### src/rtl/main_ctrl_fsm_if.sv
// rtl/main_ctrl_fsm_if.sv - control bus between main_ctrl_fsm and the datapath/memories
interface main_ctrl_fsm_if #(
    parameter int RET_W = 16
);
    logic [3:0]       fetch_opcode;
    logic             imem_ready;
    logic             dmem_ready;
    logic             alu_zero;
    logic             imem_req;
    logic             ir_we;
    logic             pc_we;
    logic [1:0]       pc_src;
    logic [1:0]       alu_op;
    logic [3:0]       opcode;
    logic             dmem_req;
    logic             dmem_we;
    logic             reg_we;
    logic             mem_to_reg;
    logic             illegal_op;
    logic             retire;
    logic [RET_W-1:0] retired_cnt;

    modport master (
        input  fetch_opcode, imem_ready, dmem_ready, alu_zero,
        output imem_req, ir_we, pc_we, pc_src, alu_op, opcode,
               dmem_req, dmem_we, reg_we, mem_to_reg, illegal_op,
               retire, retired_cnt
    );

    modport slave (
        output fetch_opcode, imem_ready, dmem_ready, alu_zero,
        input  imem_req, ir_we, pc_we, pc_src, alu_op, opcode,
               dmem_req, dmem_we, reg_we, mem_to_reg, illegal_op,
               retire, retired_cnt
    );
endinterface

### src/rtl/main_ctrl_fsm.sv
// rtl/main_ctrl_fsm.sv - multi-cycle main control FSM for the 16-bit core
module main_ctrl_fsm #(
    parameter int RET_W = 16
) (
    input  logic          clk,
    input  logic          rst_n,
    main_ctrl_fsm_if.master bus
);
    typedef enum logic [2:0] {
        S_IDLE, S_FETCH, S_DECODE, S_EXEC, S_MEM, S_WB
    } state_t;

    localparam logic [3:0] OP_LD  = 4'b0000;
    localparam logic [3:0] OP_ST  = 4'b0001;
    localparam logic [3:0] OP_BEQ = 4'b1011;
    localparam logic [3:0] OP_BNE = 4'b1100;
    localparam logic [3:0] OP_JMP = 4'b1101;

    state_t           state_q;
    logic [3:0]       op_q;
    logic [RET_W-1:0] cnt_q;

    logic       imem_req_c, ir_we_c, pc_we_c, dmem_req_c, dmem_we_c;
    logic       reg_we_c, mem_to_reg_c, illegal_c, retire_c;
    logic [1:0] pc_src_c, alu_op_c;

    function automatic logic is_mem_op(input logic [3:0] op);
        return (op == OP_LD) || (op == OP_ST);
    endfunction

    function automatic logic is_data_op(input logic [3:0] op);
        return (op >= 4'b0010) && (op <= 4'b1001);
    endfunction

    function automatic logic is_illegal(input logic [3:0] op);
        return (op == 4'b1010) || (op == 4'b1110) || (op == 4'b1111);
    endfunction

    // Strobes decode from state and latched opcode; only the ready/zero inputs
    // of the waiting state qualify them.
    always_comb begin
        imem_req_c   = 1'b0;
        ir_we_c      = 1'b0;
        pc_we_c      = 1'b0;
        pc_src_c     = 2'b00;
        alu_op_c     = 2'b00;
        dmem_req_c   = 1'b0;
        dmem_we_c    = 1'b0;
        reg_we_c     = 1'b0;
        mem_to_reg_c = 1'b0;
        illegal_c    = 1'b0;
        retire_c     = 1'b0;
        case (state_q)
            S_FETCH: begin
                imem_req_c = 1'b1;
                if (bus.imem_ready) begin
                    ir_we_c = 1'b1;
                    pc_we_c = 1'b1;
                end
            end
            S_DECODE: illegal_c = is_illegal(op_q);
            S_EXEC: begin
                if (is_mem_op(op_q)) begin
                    alu_op_c = 2'b10;
                end else if ((op_q == OP_BEQ) || (op_q == OP_BNE)) begin
                    alu_op_c = 2'b01;
                    pc_src_c = 2'b01;
                    pc_we_c  = (op_q == OP_BEQ) ? bus.alu_zero : ~bus.alu_zero;
                    retire_c = 1'b1;
                end else if (op_q == OP_JMP) begin
                    pc_src_c = 2'b10;
                    pc_we_c  = 1'b1;
                    retire_c = 1'b1;
                end
            end
            S_MEM: begin
                dmem_req_c = 1'b1;
                dmem_we_c  = (op_q == OP_ST);
                retire_c   = bus.dmem_ready && (op_q == OP_ST);
            end
            S_WB: begin
                reg_we_c     = 1'b1;
                mem_to_reg_c = (op_q == OP_LD);
                retire_c     = 1'b1;
            end
            default: ;
        endcase
    end

    always_ff @(posedge clk or negedge rst_n) begin
        if (!rst_n) begin
            state_q <= S_IDLE;
            op_q    <= 4'b0000;
            cnt_q   <= '0;
        end else begin
            if (retire_c)
                cnt_q <= cnt_q + 1'b1;
            case (state_q)
                S_IDLE: state_q <= S_FETCH;
                S_FETCH: begin
                    if (bus.imem_ready) begin
                        op_q    <= bus.fetch_opcode;
                        state_q <= S_DECODE;
                    end
                end
                S_DECODE: state_q <= is_illegal(op_q) ? S_FETCH : S_EXEC;
                S_EXEC: begin
                    if (is_mem_op(op_q))
                        state_q <= S_MEM;
                    else if (is_data_op(op_q))
                        state_q <= S_WB;
                    else
                        state_q <= S_FETCH;
                end
                S_MEM: begin
                    if (bus.dmem_ready)
                        state_q <= (op_q == OP_LD) ? S_WB : S_FETCH;
                end
                S_WB: state_q <= S_FETCH;
                default: state_q <= S_IDLE;
            endcase
        end
    end

    assign bus.imem_req    = imem_req_c;
    assign bus.ir_we       = ir_we_c;
    assign bus.pc_we       = pc_we_c;
    assign bus.pc_src      = pc_src_c;
    assign bus.alu_op      = alu_op_c;
    assign bus.opcode      = op_q;
    assign bus.dmem_req    = dmem_req_c;
    assign bus.dmem_we     = dmem_we_c;
    assign bus.reg_we      = reg_we_c;
    assign bus.mem_to_reg  = mem_to_reg_c;
    assign bus.illegal_op  = illegal_c;
    assign bus.retire      = retire_c;
    assign bus.retired_cnt = cnt_q;
endmodule
### src/flat_wrapper.sv
// flat-port wrapper written by rule: the top's interface ports become plain ports
module main_ctrl_fsm_flat 
#(
    parameter int RET_W = 16
)
  (clk, rst_n, bus_fetch_opcode, bus_imem_ready, bus_dmem_ready, bus_alu_zero, bus_imem_req, bus_ir_we, bus_pc_we, bus_pc_src, bus_alu_op, bus_opcode, bus_dmem_req, bus_dmem_we, bus_reg_we, bus_mem_to_reg, bus_illegal_op, bus_retire, bus_retired_cnt);
  main_ctrl_fsm_if #(.RET_W(RET_W)) bus_i ();
  input  logic clk;
  input  logic rst_n;
  input wire logic [$bits(bus_i.fetch_opcode)-1:0] bus_fetch_opcode;
  input wire logic [$bits(bus_i.imem_ready)-1:0] bus_imem_ready;
  input wire logic [$bits(bus_i.dmem_ready)-1:0] bus_dmem_ready;
  input wire logic [$bits(bus_i.alu_zero)-1:0] bus_alu_zero;
  output wire logic [$bits(bus_i.imem_req)-1:0] bus_imem_req;
  output wire logic [$bits(bus_i.ir_we)-1:0] bus_ir_we;
  output wire logic [$bits(bus_i.pc_we)-1:0] bus_pc_we;
  output wire logic [$bits(bus_i.pc_src)-1:0] bus_pc_src;
  output wire logic [$bits(bus_i.alu_op)-1:0] bus_alu_op;
  output wire logic [$bits(bus_i.opcode)-1:0] bus_opcode;
  output wire logic [$bits(bus_i.dmem_req)-1:0] bus_dmem_req;
  output wire logic [$bits(bus_i.dmem_we)-1:0] bus_dmem_we;
  output wire logic [$bits(bus_i.reg_we)-1:0] bus_reg_we;
  output wire logic [$bits(bus_i.mem_to_reg)-1:0] bus_mem_to_reg;
  output wire logic [$bits(bus_i.illegal_op)-1:0] bus_illegal_op;
  output wire logic [$bits(bus_i.retire)-1:0] bus_retire;
  output wire logic [$bits(bus_i.retired_cnt)-1:0] bus_retired_cnt;
  assign bus_i.fetch_opcode = bus_fetch_opcode;
  assign bus_i.imem_ready = bus_imem_ready;
  assign bus_i.dmem_ready = bus_dmem_ready;
  assign bus_i.alu_zero = bus_alu_zero;
  assign bus_imem_req = bus_i.imem_req;
  assign bus_ir_we = bus_i.ir_we;
  assign bus_pc_we = bus_i.pc_we;
  assign bus_pc_src = bus_i.pc_src;
  assign bus_alu_op = bus_i.alu_op;
  assign bus_opcode = bus_i.opcode;
  assign bus_dmem_req = bus_i.dmem_req;
  assign bus_dmem_we = bus_i.dmem_we;
  assign bus_reg_we = bus_i.reg_we;
  assign bus_mem_to_reg = bus_i.mem_to_reg;
  assign bus_illegal_op = bus_i.illegal_op;
  assign bus_retire = bus_i.retire;
  assign bus_retired_cnt = bus_i.retired_cnt;
  main_ctrl_fsm #(.RET_W(RET_W)) u_core (.clk(clk), .rst_n(rst_n), .bus(bus_i));
endmodule
### config.mk
export PLATFORM = sky130hd
export DESIGN_NAME = main_ctrl_fsm_flat
export DESIGN_NICKNAME = d
export VERILOG_FILES = /design/src/rtl/main_ctrl_fsm_if.sv /design/src/rtl/main_ctrl_fsm.sv /design/src/flat_wrapper.sv
export SDC_FILE = /design/constraint.sdc
export NUM_CORES = 1
export LEC_CHECK = 0
export BUFFER_PORTS_ARGS = -buffer_cell sky130_fd_sc_hd__buf_4
export CAP_MARGIN = 30
export CORE_ASPECT_RATIO = 1.2
export CORE_MARGIN = 5
export CORE_UTILIZATION = 28
export CTS_BUF_LIST = sky130_fd_sc_hd__clkbuf_4 sky130_fd_sc_hd__clkbuf_8 sky130_fd_sc_hd__clkbuf_16
export CTS_CLUSTER_DIAMETER = 50
export CTS_CLUSTER_SIZE = 12
export DETAILED_ROUTE_END_ITERATION = 10
export GPL_ROUTABILITY_DRIVEN = 0
export SYNTH_ARGS = -nofsm -noshare
export SYNTH_HDL_FRONTEND = slang
export SYNTH_SLANG_ARGS = --single-unit
### constraint.sdc
create_clock -name clk -period 1.95 [get_ports clk]
set_input_delay 0.195 -clock clk [delete_from_list [all_inputs] [get_ports clk]]
set_output_delay 0.195 -clock clk [all_outputs]
set_load 0.05 [all_outputs]
## Word-level counts from Yosys, hierarchy flattened

Index checks and enable logic that the tools add are counted.

- Flip-flop bits (word level): 23
- Memories: 0
- Bits in writable memories: 0
- Word-level logic and storage cells: 62
- Bits in latches: 0
- Input port bits: 9
- Bits in read-only memories: 0
- Output and inout port bits: 33

- Multipliers: 0
- Order comparisons: 2
- Reductions and logical operators: 11
- Equality and inequality tests: 14
- Div/mod/pow operators: 0
- Shift operators: 0
- Add/subtract/negate cells: 1
- Bitwise gates (word level): 1
- Multiplexer cells: 30

Operator list:

| cell | number |
|---|---|
| $eq 4x4->1 const B | 6 |
| $add 16x1->16 const B | 1 |
| $mux 1 | 15 |
| $mux 3 | 5 |
| $pmux 3 s5 | 1 |
| $mux 2 | 7 |
| $eq 3x2->1 const B | 2 |
| $eq 3x3->1 const B | 2 |
| $eq 4x1->1 const B | 1 |
| $ge 4x2->1 const B | 1 |
| $le 4x4->1 const B | 1 |
| $logic_not 4->1 | 1 |
| $logic_or 1x1->1 | 4 |
| $ne 2x2->1 const B | 2 |
| $reduce_and 2->1 | 2 |
| $eq 3x1->1 const B | 1 |
| $logic_not 3->1 | 1 |
| $pmux 1 s3 | 1 |
| $logic_and 1x1->1 | 2 |
| $pmux 1 s2 | 1 |
| $reduce_or 2->1 | 1 |
| $not 1->1 | 1 |

## Logic depth before layout (Yosys ltp)

Gate-level depths: netlist of run 1.

- Depth after elaboration: 5
- Depth in mapped cells: 7
- Mapped depth without buffers: 6

## Worst setup path after synthesis of run 1

Ideal clock, no wire load.

- Path kind: flip-flop to output port
- Start point: register u_core.op_q[2], in the netlist u_core.bus.opcode[2]
- End point: output port bus_illegal_op
- Required time: 1755 ps
- Arrival time: 2173 ps
- Buffers on the path: 0
- Cell stages (with the launch flop): 4
- Slack: -418 ps
- Path through: dfrtp_1 -> nand2b_1 -> nand3_1 -> nor3b_1

- Longest elaborated chain between the ends: 4
- Elaborated cells on any way between the ends: 6
- Those cells by class: eq/ne: 3; mux: 1; reduce/logical: 2

RTL lines:

| element | RTL line | source |
|---|---|---|
| start: declaration | main_ctrl_fsm.sv:20 | `logic [3:0] op_q;` |
| start signal: assignment | main_ctrl_fsm.sv:102 | `op_q <= bus.fetch_opcode;` |
| $eq 4x4->1 | main_ctrl_fsm.sv:36 | `return (op == 4'b1010) \|\| (op == 4'b1110) \|\| (op == 4'b1111);` |
| $logic_or 1x1->1 | main_ctrl_fsm.sv:36 |  |
| $logic_or 1x1->1 * | main_ctrl_fsm.sv:36 |  |
| $mux 1 * | main_ctrl_fsm.sv:53 | `case (state_q)` |
| end: declaration | flat_wrapper.sv:24 | `output wire logic [$bits(bus_i.illegal_op)-1:0] bus_illegal_op;` |

Every way passes the cells marked *; elsewhere a longest branch is shown, timed or not.

## Final worst setup path of run 1

- Start point: register u_core.state_q[0]
- End point: output port bus_retire

- Longest elaborated chain between the ends: 2
- Elaborated cells on any way between the ends: 4
- Those cells by class: eq/ne: 3; mux: 1

RTL lines:

| element | RTL line | source |
|---|---|---|
| start: declaration | main_ctrl_fsm.sv:19 | `state_t state_q;` |
| start signal: assignment | main_ctrl_fsm.sv:106 | `S_DECODE: state_q <= is_illegal(op_q) ? S_FETCH : S_EXEC;` |
| start signal: assignment | main_ctrl_fsm.sv:117 | `state_q <= (op_q == OP_LD) ? S_WB : S_FETCH;` |
| $eq 3x3->1 or $eq 3x2->1 (tied branches) | main_ctrl_fsm.sv:53 |  |
| $pmux 1 s3 * | main_ctrl_fsm.sv:53 |  |
| end: declaration | flat_wrapper.sv:25 | `output wire logic [$bits(bus_i.retire)-1:0] bus_retire;` |

Marked as above.

==> flow_metrics.env, run 1 <==
export IMPL_status="finished, final reports clean"
export IMPL_synth_nets=131
export IMPL_synth_area_top_cells="dfrtp_1 (46%), xor2_1 (5.6%), xnor2_1 (4.9%), nand4_1 (4.5%), mux2_2 (3.6%)"
export IMPL_syn_inst=121
export IMPL_min_path_cells=2
export IMPL_ant_nets=0
export IMPL_dieArea_sq_mm=0.005906
export IMPL_synth_compound_area_share_pct=5.305
export IMPL_cts_tree="built"
export IMPL_critPathCaptureType="output pin"
export IMPL_dr_pass1_iters=4
export IMPL_synth_top_family_by_area="simple AND/OR/NAND/NOR gates"
export IMPL_ys_async_sr_fraction_pct=100.0
export IMPL_synthTopCellsByCount="dfrtp_1 (23), nand2_1 (11), nand4_1 (9)"
export IMPL_seqPwrFrac_pct=31.7
export IMPL_dieHeight_um=83.19
export IMPL_grt_ovfl_total=0
export IMPL_insertion_delay_ns=0.26
export IMPL_avgSynthCellArea_sq_um=10.33
export IMPL_vias=1066
export IMPL_wl_per_cell_um=13.70
export IMPL_fin_nets=179
export IMPL_drt_iter0_drc=48
export IMPL_setup_viol=0
export IMPL_tightestPinTransition_ns=0.3890
export IMPL_antenna_found_initial=0
export IMPL_yosys_area_top_type="dfrtp_1"
export IMPL_grt_use_total_pct=10.54
export IMPL_finalWorstPathRequiredPeriod_ns=1.850
export IMPL_post_place_ws_ns=0.1917
export IMPL_cap_violations=0
export IMPL_cts_htree_levels=1
export IMPL_antenna_cells=0
export IMPL_core_rowCount=26
export IMPL_reg2regPathDepth=6
export IMPL_grt_pass1_wl_um=5223
export IMPL_routed_via_density=4.759
export IMPL_area_growth_synth_to_final_pct=40.64
export IMPL_hpwl_um=2353
export IMPL_ys_seq_elements=23
export IMPL_drc_errors=0
export IMPL_clock_fmax_ghz=0.5406
export IMPL_port_buffers=41
export IMPL_clock_root_buffer="clkbuf_8"
export IMPL_vdd_drop_max_uv=732.6
export IMPL_fp_coreArea_sq_mm=0.004294
export IMPL_utilization_pct=40.94
export IMPL_r2r_start="u_core.bus.opcode[1]"
export IMPL_fin_skew_ns=0.004153
export IMPL_intPower_uw=1310
export IMPL_rsz0062_at_grt="no"
export IMPL_critPathLaunchType="register"
export IMPL_synthAdderAreaFrac_pct=1.001
export IMPL_synth_top_area_share_pct=46.05
export IMPL_sw_frac_of_total_pct=52.43
export IMPL_n_fill_cell=421
export IMPL_p_leak_uw=0.0007324
export IMPL_grt_pass1_vias=1123
export IMPL_hold_viol=0
export IMPL_rr_endpoint="u_core.bus.retired_cnt[15]"
export IMPL_layout_setup_ws_ns=0.1002
export IMPL_drv_slew=0
export IMPL_grt_max_degree=24
export IMPL_fin_crit_sh_pct=94.86
export IMPL_initial_core_util_pct=29.11
export IMPL_clk_pin_slew_ns=0.08
export IMPL_ioPinCount=42
export IMPL_synthXorXnorAreaFrac_pct=10.51
export IMPL_chipWidth_um=70.99
export IMPL_hold_start="bus_fetch_opcode[0]"
export IMPL_synth_simple_area_share_pct=29.43
export IMPL_critPathArrivalTime_ns=1.65
export IMPL_slew_headroom_pct=74.06
export IMPL_synth_edf_count=0
export IMPL_worstHoldPathType="in2reg"
export IMPL_routed_wl_um=3069
export IMPL_critPathRequiredTime_ns=1.75
export IMPL_synth_most_common_cell="dfrtp_1"
export IMPL_cts_sinks=23
export IMPL_cts_made_buffers=3
export IMPL_synthMuxAreaShare_pct=3.604
export IMPL_synthesis_area_sq_mm=0.001250
export IMPL_p_sw_uw=1444
export IMPL_yosysWarnings=0
export IMPL_r2r_slack_ns=0.17
export IMPL_ys_seq_area_share_pct=46.05
export IMPL_dominantRegCellSynth="dfrtp_1"
export IMPL_powerDensity_mw_per_mm2=1566
export IMPL_drive_gt1_share_pct=44.05
export IMPL_comb_power_share_pct=57.7
export IMPL_clockPowerShare_pct=10.6
export IMPL_synth_cell_types=34
export IMPL_hold_end="u_core.bus.opcode[0]"
export IMPL_cts_path_max_buffers=2
export IMPL_crit_type="reg2out"
export IMPL_worstPathMaxFanout=9
[flip-flops by register name, indices dropped and copies added (netlist names)]
signal                  flops
u_core.bus.opcode           4
u_core.state_q              3
u_core.bus.retired_cnt     16
[final cells by class]
cell class	instances	area [sq um]	share of cell area [%]
Clock buffer	3	41.29	2.349
Inverter	5	22.52	1.281
Tap cell	56	70.07	3.986
Multi-Input combinational cell	88	678.2	38.58
Clock inverter	1	5.005	0.2847
Timing Repair Buffer	48	362.8	20.64
Sequential cell	23	578.1	32.88
[power groups by stage]
stage                     registers [uW]  logic (uW)  clock network [uW]
final                                873        1590                 292
after global routing                 907        1700                 320
after CTS                            859        1590                 304
after detailed placement             866        1570                   0
after global placement               855        1560                   0
after floorplan                     1130         870                   0
[what timing repair did]
item,in CTS,in global routing
endpoints found under the setup margin,1,4
gates resized for setup,0,5
setup buffers,1,1
hold buffers,1,0
pin swaps,1,1
gates cloned,0,0
hold endpoints to repair,23,0
[how the worst max path moves through the flow]
stage	slack (ns)	cells past startpoint	start	to
2_1_floorplan	-0.13	7	u_core.state_q[0]	u_core.bus.retired_cnt[4]
3_3_place_gp	0.24	5	u_core.state_q[0]	bus_retire
3_5_place_dp	0.19	5	u_core.state_q[0]	bus_retire
4_1_cts	0.03	5	u_core.state_q[0]	bus_ir_we
5_1_grt	0.006	5	u_core.state_q[1]	bus_retire
6_report	0.10	5	u_core.state_q[0]	bus_retire
[routing by layer]
layer	track usage, %	wire (um)	vias up
li1	-	-	519
met1	13.61	1374	506
met2	17.30	1407	39
met3	2.899	267	2
met4	2.564	19	0
met5	0	0	-
[cells by family (layout without fill, tap and decap cells)]
| logic type | count (synthesis) | after routing |
|---|---|---|
| simple gates | 58 | 58 |
| buf+inv | 10 | 57 |
| mux | 4 | 4 |
| flops | 23 | 23 |
| fa+ha+maj | 1 | 1 |
| xor+xnor | 15 | 15 |
| compound gates | 10 | 10 |
[metrics by stage]
stage | power (uW) | cell area (sq um) | hold slack (ns) | cells | TNS, ns
finish | 2753 | 1758 | 0.1670 | 224 | 0
global placement | 2413 | 1670 | 0.1015 | 217 | 0
floorplan | 1998 | 1301 | -0.1006 | 121 | -0.6176
CTS | 2753 | 1734 | 0.1651 | 223 | 0
global route | 2923 | 1758 | 0.1686 | 224 | 0
detailed placement | 2435 | 1670 | 0.1107 | 217 | 0
[critical path, stage by stage (launching register included)]
cell        delay [ns]
dfrtp_2           0.47
nor2b_2           0.19
nand2_1           0.14
and3_4            0.24
clkinvlp_4        0.14
buf_4             0.22
[cell usage in the layout (no fill, tap or decap), types with 2 or more instances in the layout]
master     n
dfrtp_1   21
inv_1      4
nand4_1    9
nor3_2     7
nand2b_1   2
o21ai_0    2
and3_1     3
clkbuf_8   3
nor3b_1    2
a21o_1     2
dfrtp_2    2
nand3b_1   2
nor4_4     2
xor2_1     8
xnor2_1    7
nor2_1     4
nand3_1    5
and2b_1    3
nand2_1   11
buf_4     47
mux2_2     4
Power figures use the tool's default switching activity.
==> inputs of run 2 (changes only) <==
Settings changed: PLACE_DENSITY set to 0.53.
==> flow_metrics.env, run 2 (synthesis results as in run 1) <==
export IMPL_critPathArrivalTime_ns=1.66
export IMPL_finalNonFillerCells=223
export IMPL_clock_root_buffer="clkbuf_8"
export IMPL_fp_coreArea_sq_mm=0.004294
export IMPL_drc_errors=0
export IMPL_drive_gt1_share_pct=42.51
export IMPL_setup_viol=0
export IMPL_cts_made_buffers=3
export IMPL_core_rowCount=26
export IMPL_largest_reg_flops=16
export IMPL_routed_via_density=4.646
export IMPL_grt_max_degree=24
export IMPL_dieArea_sq_mm=0.005906
export IMPL_powerDensity_mw_per_mm2=1562
export IMPL_status="finished, final reports clean"
export IMPL_cts_sinks=23
export IMPL_area_growth_synth_to_final_pct=39.54
export IMPL_cpPeakStageDelay_ns=0.47
export IMPL_n_fill_cell=441
export IMPL_hpwl_um=2352
export IMPL_layout_common_cells="buf_4 (46), dfrtp_1 (22), nand2_1 (10)"
export IMPL_slowest_stage="dfrtp_1"
export IMPL_clock_fmax_ghz=0.5379
export IMPL_grt_pass1_vias=1101
export IMPL_ant_nets=0
export IMPL_drv_slew=0
export IMPL_worstPathMaxFanout=10
export IMPL_utilization_pct=40.62
export IMPL_cts_tree="built"
export IMPL_dp_cells=217
export IMPL_critPathCaptureType="output pin"
export IMPL_vias=1036
export IMPL_cts_htree_levels=1
export IMPL_grt_ovfl_total=0
export IMPL_insertion_delay_ns=0.25
export IMPL_grt_pass1_wl_um=5126
export IMPL_antenna_cells=0
export IMPL_port_buffers=41
export IMPL_hold_viol=0
export IMPL_routed_wl_um=2974
export IMPL_vdd_drop_max_uv=820.0
export IMPL_cp_cell_sequence="nor3_1 -> nand4_1 -> and3_4 -> clkinvlp_4 -> buf_4"
export IMPL_critPathRequiredTime_ns=1.75
export IMPL_clk_pin_slew_ns=0.08
export IMPL_finalWorstPathRequiredPeriod_ns=1.859
export IMPL_worstHoldPathType="in2reg"
export IMPL_fin_nets=178
export IMPL_slew_headroom_pct=76.24
export IMPL_fin_skew_ns=0.001977
export IMPL_crit_type="reg2out"
export IMPL_chipWidth_um=70.99
export IMPL_initial_core_util_pct=29.11
export IMPL_p_leak_uw=0.0007263
export IMPL_final_common_cell="buf_4"
export IMPL_fin_crit_sh_pct=95.33
export IMPL_crit_buf_inv=2
export IMPL_cap_violations=0
export IMPL_tightestPinTransition_ns=0.3564
export IMPL_rsz0062_at_grt="no"
export IMPL_antenna_found_initial=0
export IMPL_drt_iter0_drc=41
export IMPL_grt_use_total_pct=10.25
export IMPL_critPathLaunchType="register"
export IMPL_ioPinCount=42
export IMPL_wl_per_cell_um=13.34
export IMPL_dieHeight_um=83.19
export IMPL_cts_path_max_buffers=2
export IMPL_dr_pass1_iters=4
export IMPL_path_delay_family="simple AND/OR/NAND/NOR gates"
## run 2: worst register-to-register path, delay by kind of cell, from the launching register on
family	cells	cell delay, ns
buffers and inverters	1	0.20
flip-flops	1	0.47
XOR/XNOR	1	0.16
AND/OR/NAND/NOR	4	0.94
## run 2: cell type report
cell class	count	area (sq um)	area share, %
clock buffer	3	41.29	2.367
clock inverter	1	5.005	0.2869
inverter	5	22.52	1.291
multi-input combinational	88	673.1	38.59
sequential	23	576.8	33.07
timing repair buffer	47	355.3	20.37
tap	56	70.07	4.017
## run 2: final timing paths
kind	from	to	slack [ns]	cells after the start
min in group asynchronous	rst_n	u_core.bus.retired_cnt[1]	0.36	2
max in group asynchronous	rst_n	u_core.state_q[0]	1.35	2
setup reg to reg	u_core.bus.opcode[1]	u_core.bus.retired_cnt[15]	0.12	6
hold reg to reg	u_core.bus.retired_cnt[15]	u_core.bus.retired_cnt[15]	0.49	1
setup / recovery	u_core.bus.opcode[1]	bus_retire	0.09	5
hold / removal	bus_fetch_opcode[0]	u_core.bus.opcode[0]	0.17	2
## run 2: power by group
part | total, uW | switching (uW) | internal, uW
combinational | 1580 | 1040 | 549
clock | 283 | 141 | 142
sequential | 857 | 247 | 610
## run 2: through the flow
step                      total power (uW)  worst slack (ns)  TNS [ns]  hold slack [ns]  instance area, sq um
after floorplan                       1998           -0.1269   -0.6176          -0.1006                  1301
after global placement                2416            0.2370         0           0.1038                  1670
after detailed placement              2436            0.1933         0           0.1102                  1670
after CTS                             2748           0.01464         0           0.1667                  1734
after global routing                  2903           0.01015         0           0.1757                  1744
final                                 2724           0.09103         0           0.1681                  1744
## run 2: layer usage
layer / vias up / global-route usage [%] / share of wire (%)
met3: 2 / 2.415 / 6.7
met2: 32 / 17.05 / 47
met1: 485 / 13.72 / 46
li1: 517 / - / -
met5: - / 0 / 0
met4: 0 / 1.538 / 0.27
## run 2: what timing repair did
item,4_1_cts,5_1_grt
endpoints found under the hold margin,23,0
setup endpoints to repair,1,4
pin swaps,1,0
resized for setup,0,3
buffers inserted,1,0
hold buffers,1,0
